[src/rtl/vga_fb_arbiter_if.sv]
// Bus bundle for vga_fb_arbiter: display pop side, camera write side and frame-buffer memory port.
// Stats counters exist only when FB_ARB_STATS_EN is defined.
interface vga_fb_arbiter_if #(
  parameter int unsigned ADDR_W = 19,
  parameter int unsigned DATA_W = 24
);
  logic              frame_start;
  logic              pix_pop;
  logic [DATA_W-1:0] pix_data;
  logic              pix_valid;
  logic              underflow;
  logic              cam_valid;
  logic [ADDR_W-1:0] cam_addr;
  logic [DATA_W-1:0] cam_data;
  logic              cam_ready;
  logic              mem_re;
  logic              mem_we;
  logic [ADDR_W-1:0] mem_addr;
  logic [DATA_W-1:0] mem_wdata;
  logic [DATA_W-1:0] mem_rdata;
`ifdef FB_ARB_STATS_EN
  logic [15:0]       underflow_cnt;
  logic [15:0]       cam_stall_cnt;
`endif

  modport slave (
    input  frame_start, pix_pop, cam_valid, cam_addr, cam_data, mem_rdata,
    output pix_data, pix_valid, underflow, cam_ready, mem_re, mem_we, mem_addr, mem_wdata
`ifdef FB_ARB_STATS_EN
    , output underflow_cnt, cam_stall_cnt
`endif
  );

  modport master (
    output frame_start, pix_pop, cam_valid, cam_addr, cam_data, mem_rdata,
    input  pix_data, pix_valid, underflow, cam_ready, mem_re, mem_we, mem_addr, mem_wdata
`ifdef FB_ARB_STATS_EN
    , input underflow_cnt, cam_stall_cnt
`endif
  );
endinterface

[src/rtl/vga_fb_arbiter.sv]
// Single-port frame-buffer arbiter: display prefetch reads into an FWFT FIFO vs camera writes.
// Optional FB_ARB_STATS_EN adds saturating underflow / camera-stall counters.
module vga_fb_arbiter #(
  parameter int unsigned ADDR_W     = 19,
  parameter int unsigned DATA_W     = 24,
  parameter int unsigned PIX_TOTAL  = 307200,
  parameter int unsigned FIFO_DEPTH = 16,
  parameter int unsigned LOW_WM     = 8,
  parameter int unsigned RD_LATENCY = 2
) (
  input logic             clk_in,
  input logic             rst,
  vga_fb_arbiter_if.slave fb
);
  localparam int unsigned PtrW = $clog2(FIFO_DEPTH);
  localparam int unsigned CntW = PtrW + 1;
  localparam int unsigned CrW  = $clog2(FIFO_DEPTH + RD_LATENCY + 4) + 1;

  typedef enum logic [1:0] {StIdle, StFetch, StDone} state_e;

  state_e                r_state, w_state_nxt;
  logic [ADDR_W-1:0]     r_rd_ptr;
  logic                  r_mem_re, r_mem_we;
  logic [ADDR_W-1:0]     r_mem_addr;
  logic [DATA_W-1:0]     r_mem_wdata;
  logic [RD_LATENCY-1:0] r_pipe_vld, r_pipe_stale;
  logic                  r_ret_vld;
  logic [DATA_W-1:0]     r_ret_data;
  logic [DATA_W-1:0]     r_fifo [FIFO_DEPTH];
  logic [PtrW-1:0]       r_wp, r_rp;
  logic [CntW-1:0]       r_cnt;
  logic                  r_underflow;

  logic [CrW-1:0]        w_credit;
  logic                  w_rd_elig, w_urgent, w_rd_gnt, w_wr_gnt;
  logic                  w_last, w_push, w_pop, w_empty;

  // Credit covers every non-stale read between grant and FIFO push, so the FIFO cannot overflow.
  always_comb begin
    w_credit = CrW'(r_cnt) + CrW'(r_mem_re) + CrW'(r_ret_vld);
    for (int i = 0; i < RD_LATENCY; i++) begin
      w_credit = w_credit + CrW'(r_pipe_vld[i] & ~r_pipe_stale[i]);
    end
  end

  assign w_last  = (r_rd_ptr == ADDR_W'(PIX_TOTAL - 1));
  assign w_empty = (r_cnt == '0);
  assign w_push  = r_ret_vld;
  assign w_pop   = fb.pix_pop && !w_empty;

  always_ff @(posedge clk_in) begin
    if (rst) r_state <= StDone;
    else     r_state <= w_state_nxt;
  end

  always_comb begin
    w_state_nxt = r_state;
    if (fb.frame_start)          w_state_nxt = StFetch;
    else if (w_rd_gnt && w_last) w_state_nxt = StDone;
  end

  // Grant: urgent read, else camera write, else background read.
  always_comb begin
    w_rd_elig = !rst && !fb.frame_start && (r_state == StFetch) &&
                (w_credit < CrW'(FIFO_DEPTH));
    w_urgent  = w_rd_elig && (w_credit < CrW'(LOW_WM));
    w_wr_gnt  = !rst && fb.cam_valid && !w_urgent;
    w_rd_gnt  = w_rd_elig && !w_wr_gnt;
  end

  always_ff @(posedge clk_in) begin
    if (rst) begin
      r_mem_re    <= 1'b0;
      r_mem_we    <= 1'b0;
      r_mem_addr  <= '0;
      r_mem_wdata <= '0;
      r_rd_ptr    <= '0;
    end else begin
      r_mem_re <= w_rd_gnt;
      r_mem_we <= w_wr_gnt;
      if (w_rd_gnt) begin
        r_mem_addr <= r_rd_ptr;
      end else if (w_wr_gnt) begin
        r_mem_addr  <= fb.cam_addr;
        r_mem_wdata <= fb.cam_data;
      end
      if (fb.frame_start) r_rd_ptr <= '0;
      else if (w_rd_gnt)  r_rd_ptr <= r_rd_ptr + 1'b1;
    end
  end

  // Return tracking: a read issued before frame_start is tagged stale and dropped on return.
  always_ff @(posedge clk_in) begin
    if (rst) begin
      r_pipe_vld   <= '0;
      r_pipe_stale <= '0;
      r_ret_vld    <= 1'b0;
      r_ret_data   <= '0;
    end else begin
      r_pipe_vld[0]   <= r_mem_re;
      r_pipe_stale[0] <= fb.frame_start;
      for (int i = 1; i < RD_LATENCY; i++) begin
        r_pipe_vld[i]   <= r_pipe_vld[i-1];
        r_pipe_stale[i] <= r_pipe_stale[i-1] | fb.frame_start;
      end
      r_ret_vld  <= r_pipe_vld[RD_LATENCY-1] & ~r_pipe_stale[RD_LATENCY-1] & ~fb.frame_start;
      r_ret_data <= fb.mem_rdata;
    end
  end

  always_ff @(posedge clk_in) begin
    if (w_push) r_fifo[r_wp] <= r_ret_data;
  end

  always_ff @(posedge clk_in) begin
    if (rst || fb.frame_start) begin
      r_wp        <= '0;
      r_rp        <= '0;
      r_cnt       <= '0;
      r_underflow <= 1'b0;
    end else begin
      if (w_push) r_wp <= r_wp + 1'b1;
      if (w_pop)  r_rp <= r_rp + 1'b1;
      r_cnt <= r_cnt + CntW'(w_push) - CntW'(w_pop);
      if (fb.pix_pop && w_empty) r_underflow <= 1'b1;
    end
  end

  assign fb.pix_valid = !w_empty;
  assign fb.pix_data  = w_empty ? '0 : r_fifo[r_rp];
  assign fb.underflow = r_underflow;
  assign fb.cam_ready = w_wr_gnt;
  assign fb.mem_re    = r_mem_re;
  assign fb.mem_we    = r_mem_we;
  assign fb.mem_addr  = r_mem_addr;
  assign fb.mem_wdata = r_mem_wdata;

`ifdef FB_ARB_STATS_EN
  logic [15:0] r_uf_cnt, r_stall_cnt;

  always_ff @(posedge clk_in) begin
    if (rst || fb.frame_start) begin
      r_uf_cnt    <= '0;
      r_stall_cnt <= '0;
    end else begin
      if (fb.pix_pop && w_empty && (r_uf_cnt != '1)) r_uf_cnt <= r_uf_cnt + 1'b1;
      if (fb.cam_valid && !w_wr_gnt && (r_stall_cnt != '1)) r_stall_cnt <= r_stall_cnt + 1'b1;
    end
  end

  assign fb.underflow_cnt = r_uf_cnt;
  assign fb.cam_stall_cnt = r_stall_cnt;
`endif
endmodule

[src/flat_wrapper.sv]
// flat-port wrapper written by rule: the top's interface ports become plain ports
module vga_fb_arbiter_flat 
#(
  parameter int unsigned ADDR_W     = 19,
  parameter int unsigned DATA_W     = 24,
  parameter int unsigned PIX_TOTAL  = 307200,
  parameter int unsigned FIFO_DEPTH = 16,
  parameter int unsigned LOW_WM     = 8,
  parameter int unsigned RD_LATENCY = 2
)
  (clk_in, rst, fb_frame_start, fb_pix_pop, fb_cam_valid, fb_cam_addr, fb_cam_data, fb_mem_rdata, fb_pix_data, fb_pix_valid, fb_underflow, fb_cam_ready, fb_mem_re, fb_mem_we, fb_mem_addr, fb_mem_wdata);
  vga_fb_arbiter_if #(.ADDR_W(ADDR_W), .DATA_W(DATA_W)) fb_i ();
  input logic clk_in;
  input logic rst;
  input wire logic [$bits(fb_i.frame_start)-1:0] fb_frame_start;
  input wire logic [$bits(fb_i.pix_pop)-1:0] fb_pix_pop;
  input wire logic [$bits(fb_i.cam_valid)-1:0] fb_cam_valid;
  input wire logic [$bits(fb_i.cam_addr)-1:0] fb_cam_addr;
  input wire logic [$bits(fb_i.cam_data)-1:0] fb_cam_data;
  input wire logic [$bits(fb_i.mem_rdata)-1:0] fb_mem_rdata;
  output wire logic [$bits(fb_i.pix_data)-1:0] fb_pix_data;
  output wire logic [$bits(fb_i.pix_valid)-1:0] fb_pix_valid;
  output wire logic [$bits(fb_i.underflow)-1:0] fb_underflow;
  output wire logic [$bits(fb_i.cam_ready)-1:0] fb_cam_ready;
  output wire logic [$bits(fb_i.mem_re)-1:0] fb_mem_re;
  output wire logic [$bits(fb_i.mem_we)-1:0] fb_mem_we;
  output wire logic [$bits(fb_i.mem_addr)-1:0] fb_mem_addr;
  output wire logic [$bits(fb_i.mem_wdata)-1:0] fb_mem_wdata;
  assign fb_i.frame_start = fb_frame_start;
  assign fb_i.pix_pop = fb_pix_pop;
  assign fb_i.cam_valid = fb_cam_valid;
  assign fb_i.cam_addr = fb_cam_addr;
  assign fb_i.cam_data = fb_cam_data;
  assign fb_i.mem_rdata = fb_mem_rdata;
  assign fb_pix_data = fb_i.pix_data;
  assign fb_pix_valid = fb_i.pix_valid;
  assign fb_underflow = fb_i.underflow;
  assign fb_cam_ready = fb_i.cam_ready;
  assign fb_mem_re = fb_i.mem_re;
  assign fb_mem_we = fb_i.mem_we;
  assign fb_mem_addr = fb_i.mem_addr;
  assign fb_mem_wdata = fb_i.mem_wdata;
  vga_fb_arbiter #(.ADDR_W(ADDR_W), .DATA_W(DATA_W), .PIX_TOTAL(PIX_TOTAL), .FIFO_DEPTH(FIFO_DEPTH), .LOW_WM(LOW_WM), .RD_LATENCY(RD_LATENCY)) u_core (.clk_in(clk_in), .rst(rst), .fb(fb_i));
endmodule
[config.mk]
export PLATFORM = sky130hd
export DESIGN_NAME = vga_fb_arbiter_flat
export DESIGN_NICKNAME = d
export VERILOG_FILES = /design/src/rtl/vga_fb_arbiter_if.sv /design/src/rtl/vga_fb_arbiter.sv /design/src/flat_wrapper.sv
export SDC_FILE = /design/constraint.sdc
export NUM_CORES = 1
export LEC_CHECK = 0
export ABC_AREA = 1
export BUFFER_PORTS_ARGS = -buffer_cell sky130_fd_sc_hd__buf_2
export CAP_MARGIN = 40
export CORE_MARGIN = 3
export CORE_UTILIZATION = 40
export DETAILED_ROUTE_END_ITERATION = 6
export PLACE_DENSITY = 0.6
export SLEW_MARGIN = 20
export SYNTH_ARGS = -nofsm -noshare
export SYNTH_HDL_FRONTEND = slang
export SYNTH_SLANG_ARGS = --single-unit
[constraint.sdc]
create_clock -name clk_in -period 6.5 [get_ports clk_in]
set_input_delay 0.325 -clock clk_in [delete_from_list [all_inputs] [get_ports clk_in]]
set_output_delay 0.325 -clock clk_in [all_outputs]
set_load 0.05 [all_outputs]
# Word-level counts from Yosys, hierarchy flattened
# Memory sizes are Yosys's and may differ from the RTL's. A register that Yosys moved wholly into a read port is not among the register bits.
# Cells that the tools add are included.
# Widths: inputs -> output; s select.
# op_classes
n_lt_le_gt_ge	2
n_reduce_logical	21
n_addsub	9
bitwise_logic	10
n_eq_ne	2
n_mux	9
# op_table
op	count
$mux 19	2
$mux 24	1
$add 19x1->19 const B	1
$eq 19x19->1 const B	1
$add 6x6->6	2
$and 1x6->6	2
$not 1->6	2
$logic_and 1x1->1	10
$add 4x1->4 const B	2
$mux 4	2
$add 5x1->6	1
$add 6x1->6	1
$lt 6x4->1 const B	1
$lt 6x5->1 const B	1
$add 5x1->5	1
$logic_not 1->1	5
$logic_not 5->1	1
$sub 5x1->5	1
$mux 2	2
$reduce_bool 2->1	2
$not 1->1	3
$and 1x1->1	2
$eq 2x1->1 const B	1
$mux 1	2
4 further kinds	4
# word_totals
mem_count	1
output_inout_bits	72
inputBits	72
wordCells	68
mem_bits_rw	384
reg_bits	109
# memory_table
memory	depth	word_bits	rd	rd_clocked_by_memory_dff	wr	line	source
u_core.r_fifo	16	24	1	1	1	vga_fb_arbiter.sv:29	logic [DATA_W-1:0] r_fifo [FIFO_DEPTH];

# Depth between registers and ports, before layout
# depth
ltp_word	14
mapped_depth	19
depth_no_buf	18

# Worst setup path before layout
# OpenSTA, ideal clock, no wires.
# synth_timing
kind	flip-flop to flip-flop
startpoint	register u_core.r_cnt[2]
endpoint	register u_core.r_cnt[4]
arrival_ns	2.847
required_time_ns	6.380
setup_slack_ns	3.533
path_stages_with_launch	17
cell_sequence	dfxtp_1 -> inv_1 -> ha_1 -> and3_1 -> buf_2 -> inv_1 -> nand2_1 -> inv_1 -> ha_1 -> inv_1 -> ha_1 -> inv_1 -> fa_1 -> o21ai_0 -> a21oi_1 -> o21ai_0 -> a21oi_1
# synth_via
elab_chain_len	4
word_cells_on_any_way	5
# synth_lines
item	line	source
start: declaration	vga_fb_arbiter.sv:31	logic [CntW-1:0] r_cnt;
start signal: assignment	vga_fb_arbiter.sv:124	r_cnt <= r_cnt + CntW'(w_push) - CntW'(w_pop);
$logic_not 5->1	vga_fb_arbiter.sv:47	assign w_empty = (r_cnt == '0);
$logic_not 1->1	-	
net fb_pix_valid	flat_wrapper.sv:22	output wire logic [$bits(fb_i.pix_valid)-1:0] fb_pix_valid;
$logic_and 1x1->1	vga_fb_arbiter.sv:49	assign w_pop = fb.pix_pop && !w_empty;
net u_core.w_pop	vga_fb_arbiter.sv:36	logic w_last, w_push, w_pop, w_empty;
$sub 5x1->5	vga_fb_arbiter.sv:124	
# The timed path passes the listed nets, and every way through them passes these cells.
# A chain may end at the register's enable or synchronous reset.

# Final worst setup path
# layout_timing
startpoint	register u_core.r_ret_vld
endpoint	output port fb_cam_ready
# layout_via
elab_chain_len	8
word_cells_on_any_way	9
# layout_lines
item	line	source
start: declaration	vga_fb_arbiter.sv:27	logic r_ret_vld;
start signal: assignment	vga_fb_arbiter.sv:106	r_ret_vld <= r_pipe_vld[RD_LATENCY-1] & ~r_pipe_stale[RD_LATENCY-1] & ~fb.frame_start;
$add 6x1->6 (*)	vga_fb_arbiter.sv:40	w_credit = CrW'(r_cnt) + CrW'(r_mem_re) + CrW'(r_ret_vld);
$add 6x6->6 (*) (2 in a row)	vga_fb_arbiter.sv:42	w_credit = w_credit + CrW'(r_pipe_vld[i] & ~r_pipe_stale[i]);
$lt 6x5->1	vga_fb_arbiter.sv:65	(w_credit < CrW'(FIFO_DEPTH));
$logic_and 1x1->1	vga_fb_arbiter.sv:64	w_rd_elig = !rst && !fb.frame_start && (r_state == StFetch) &&
$logic_and 1x1->1 (*)	vga_fb_arbiter.sv:66	w_urgent = w_rd_elig && (w_credit < CrW'(LOW_WM));
$logic_not 1->1 (*)	vga_fb_arbiter.sv:67	w_wr_gnt = !rst && fb.cam_valid && !w_urgent;
$logic_and 1x1->1 (*)	vga_fb_arbiter.sv:67	
end: declaration	flat_wrapper.sv:24	output wire logic [$bits(fb_i.cam_ready)-1:0] fb_cam_ready;
# Every way passes the cells marked *; elsewhere a longest branch is shown, timed or not.

==> metrics <==
period utilization 0.593; share of layout cells above drive strength 1 0.150; Post-CTS Setup Bufs 0; syn avg cell area 11.6 µm²; Final HPWL DP 28.3 mm; fin worst setup slack 2650 ps; RSZ-0062 raised after global routing no; Initial Util 0.409; number of global-route vias before repair 13443; antenna violations before repair 0; share of flip-flops with an asynchronous set or reset 0; multi-input gate area in the final layout 5260 µm²; Vias 13632; deepest clock path buffer count 3; Synth Register Bits 497; die width 228 µm; FMAX 259 MHz; DP Worst Slack 2840 ps; final hold vios 0; Die H 228 µm; Slew @ Worst Pin 739 ps; VDD IR-drop max 0.000246 V; P_leak 8.45 nW; top cells by count, synth edfxtp_1 (384), nor2_1 (303), o21ai_0 (180); Core Rows 80; R2R Setup Slk 3450 ps; DIE AREA 52200 µm²; Cell Area, Synth 19800 µm²; dpl cells 2432; I/O Buffers 143; Via density 5.28; First-pass DRT Iterations 5; CTS buffer count 52; Hold Crit Class in -> reg; Clk pin slew, worst setup/hold paths 60 ps; hold path startpoint fb_cam_addr[0]; startpoint types flip-flop; Ports 144; critical path data required time 6170 ps; syn nets 1800; crit end category primary output; Hold Worst Slack 39.9 ps; max-slew violation count 0; remaining antenna violation count 0; largest net degree at the start of global routing 77; number of enable flip-flop cells after synthesis 384; synth top area cells edfxtp_1 (58%), dfxtp_1 (11%), nor2_1 (5.7%); Wirelength per Cell 19.3 µm; top_reg_cell synth edfxtp_1; Synth Instances 1710; sequential area share after synthesis 0.697; Clk Latency, worst-skew pair 580 ps; wire length of the first global-routing pass 76.9 mm; Hold EP u_core.fb.mem_addr[0]; outcome complete, no violations; Synth top area share 0.583; Pwr per Cell Area 335 nW/µm²; # nets final 1975; worst relative slew slack 0.507; Worst Clk Skew 21.4 ps; setup TNS 0 ps; GRT overflow 0; Antenna diodes 0; Yosys cell types 40; First DRT Iteration DRCs 1129; Total GRT Usage 0.187; Final setup violation count 0; core area 48300 µm²; clock root buffer clkbuf_16; total power 7.95 mW; CTS H-tree lvls 2; non-filler cells, final 2582; Yosys warnings 0; r2r worst-path depth 13; clk sinks 497; CP Max Fanout 31; hold depth 5; Worst R2R Start u_core.r_ret_vld; minimum clock period 3850 ps; CP Class reg -> out; post-synth top area cell edfxtp_1; Placer Congestion 0.822; count leader, synth edfxtp_1; Area Overhead vs Synth 19.8%; Reg-to-Reg End u_core.r_state[0]; Max-cap violations 0; TritonCTS clock tree built; Arrival @ worst endpoint 3530 ps; detailed-route DRC error count 0; sequential cell area 13800 µm²; Routed WL 49.8 mm; Layout fillers 4198
==> power by group <==
group	internal (mW)	switching [mW]	leakage, nW
combinational	0.361	1.13	3.20
sequential	3.46	0.0688	4.43
clock	1.73	1.20	0.821
total	5.55	2.40	8.45
==> through the flow <==
stage                util  area (µm²)
finish              0.490       23700
floorplan               -       19800
global placement    0.435       21000
global route        0.490       23700
CTS                 0.490       23700
detailed placement  0.444       21500
==> worst max-delay path, cell delays in order, from the launching register on <==
cell,delay [ps]
dfxtp_1,510
fa_1,450
ha_1,280
nand2_1,60
nand2_2,80
nand2_1,50
nand2_1,100
nand2_1,70
nand2_1,60
nand2_1,60
nand3_2,210
nand2_4,230
inv_2,410
buf_2,350
==> layout make-up <==
type,instances,area share
sequential,497,0.582
clock inverter,27,0.0133
tap,656,0.0346
inverter,85,0.0137
timing repair buffer,231,0.0768
multi-input combinational,1018,0.222
clock buffer,68,0.0578
==> cell families (layout without fill, tap and decap cells) <==
kind of cell / count (synthesis) / count (layout) / share of synthesized area
adder cells (fa/ha/maj): 18 / 18 / 0.0121
buffers and inverters: 195 / 411 / 0.0433
AO/OA/AOI/OAI: 380 / 380 / 0.115
flip-flops: 497 / 497 / 0.697
AND/OR/NAND/NOR: 611 / 611 / 0.128
XOR/XNOR: 9 / 9 / 0.00398
==> how the worst max path moves through the flow <==
stage                     slack, ps  cells after the start              end             start
after floorplan                3530                     16  u_core.r_cnt[4]   u_core.r_cnt[2]
after global placement         2930                      8     fb_cam_ready               rst
after detailed placement       2840                      8     fb_cam_ready               rst
after CTS                      2580                     13     fb_cam_ready  u_core.r_ret_vld
after global routing           2340                     13     fb_cam_ready  u_core.r_ret_vld
final                          2650                     13     fb_cam_ready  u_core.r_ret_vld
==> registers in the layout (all words and copies together) (netlist names), 2 cells and up, named ones only <==
register             flops
u_core.r_pipe_vld        2
u_core.r_pipe_stale      2
u_core.r_fifo          384
u_core.r_wp              4
u_core.r_state           2
u_core.r_rp              4
u_core.fb.mem_wdata     24
u_core.fb.mem_addr      19
u_core.r_ret_data       24
u_core.r_cnt             5
u_core.r_rd_ptr         19
==> what timing repair did <==
action	CTS	global route
resized for setup	0	0
hold endpoints to repair	55	0
hold buffers	55	0
==> cells in the final DEF, fill, tap and decap left out, types with 3 or more instances in the layout <==
cell type and instances:
edfxtp_1 384, nor2_1 287, o21ai_0 180, nand2_1 177, buf_2 143, dfxtp_1 110, nand3_1 99, inv_1 78
o221ai_1 72, dlygate4sd3_1 55, clkbuf_16 52, a21oi_1 51, o21ai_1 25, o22ai_1 24, o211ai_1 24, nor2_4 18
ha_1 16, clkbuf_1 15, buf_4 15, buf_16 11, clkinv_2 10, nor3_1 9, xor2_1 7, clkinv_1 7
buf_12 7, bufinv_16 6, inv_2 4, nand4_1 4, nor4_1 4, nand3_2 3
==> layer usage <==
layer | routed length (µm) | global-route usage | up-vias
met1 | 21900 | 0.250 | 6626
met3 | 3010 | 0.0355 | 81
met2 | 23800 | 0.315 | 450
li1 | - | - | 6475
met5 | 0 | 0 | -
met4 | 996 | 0.0474 | 0
Power figures use the tool's default switching activity.
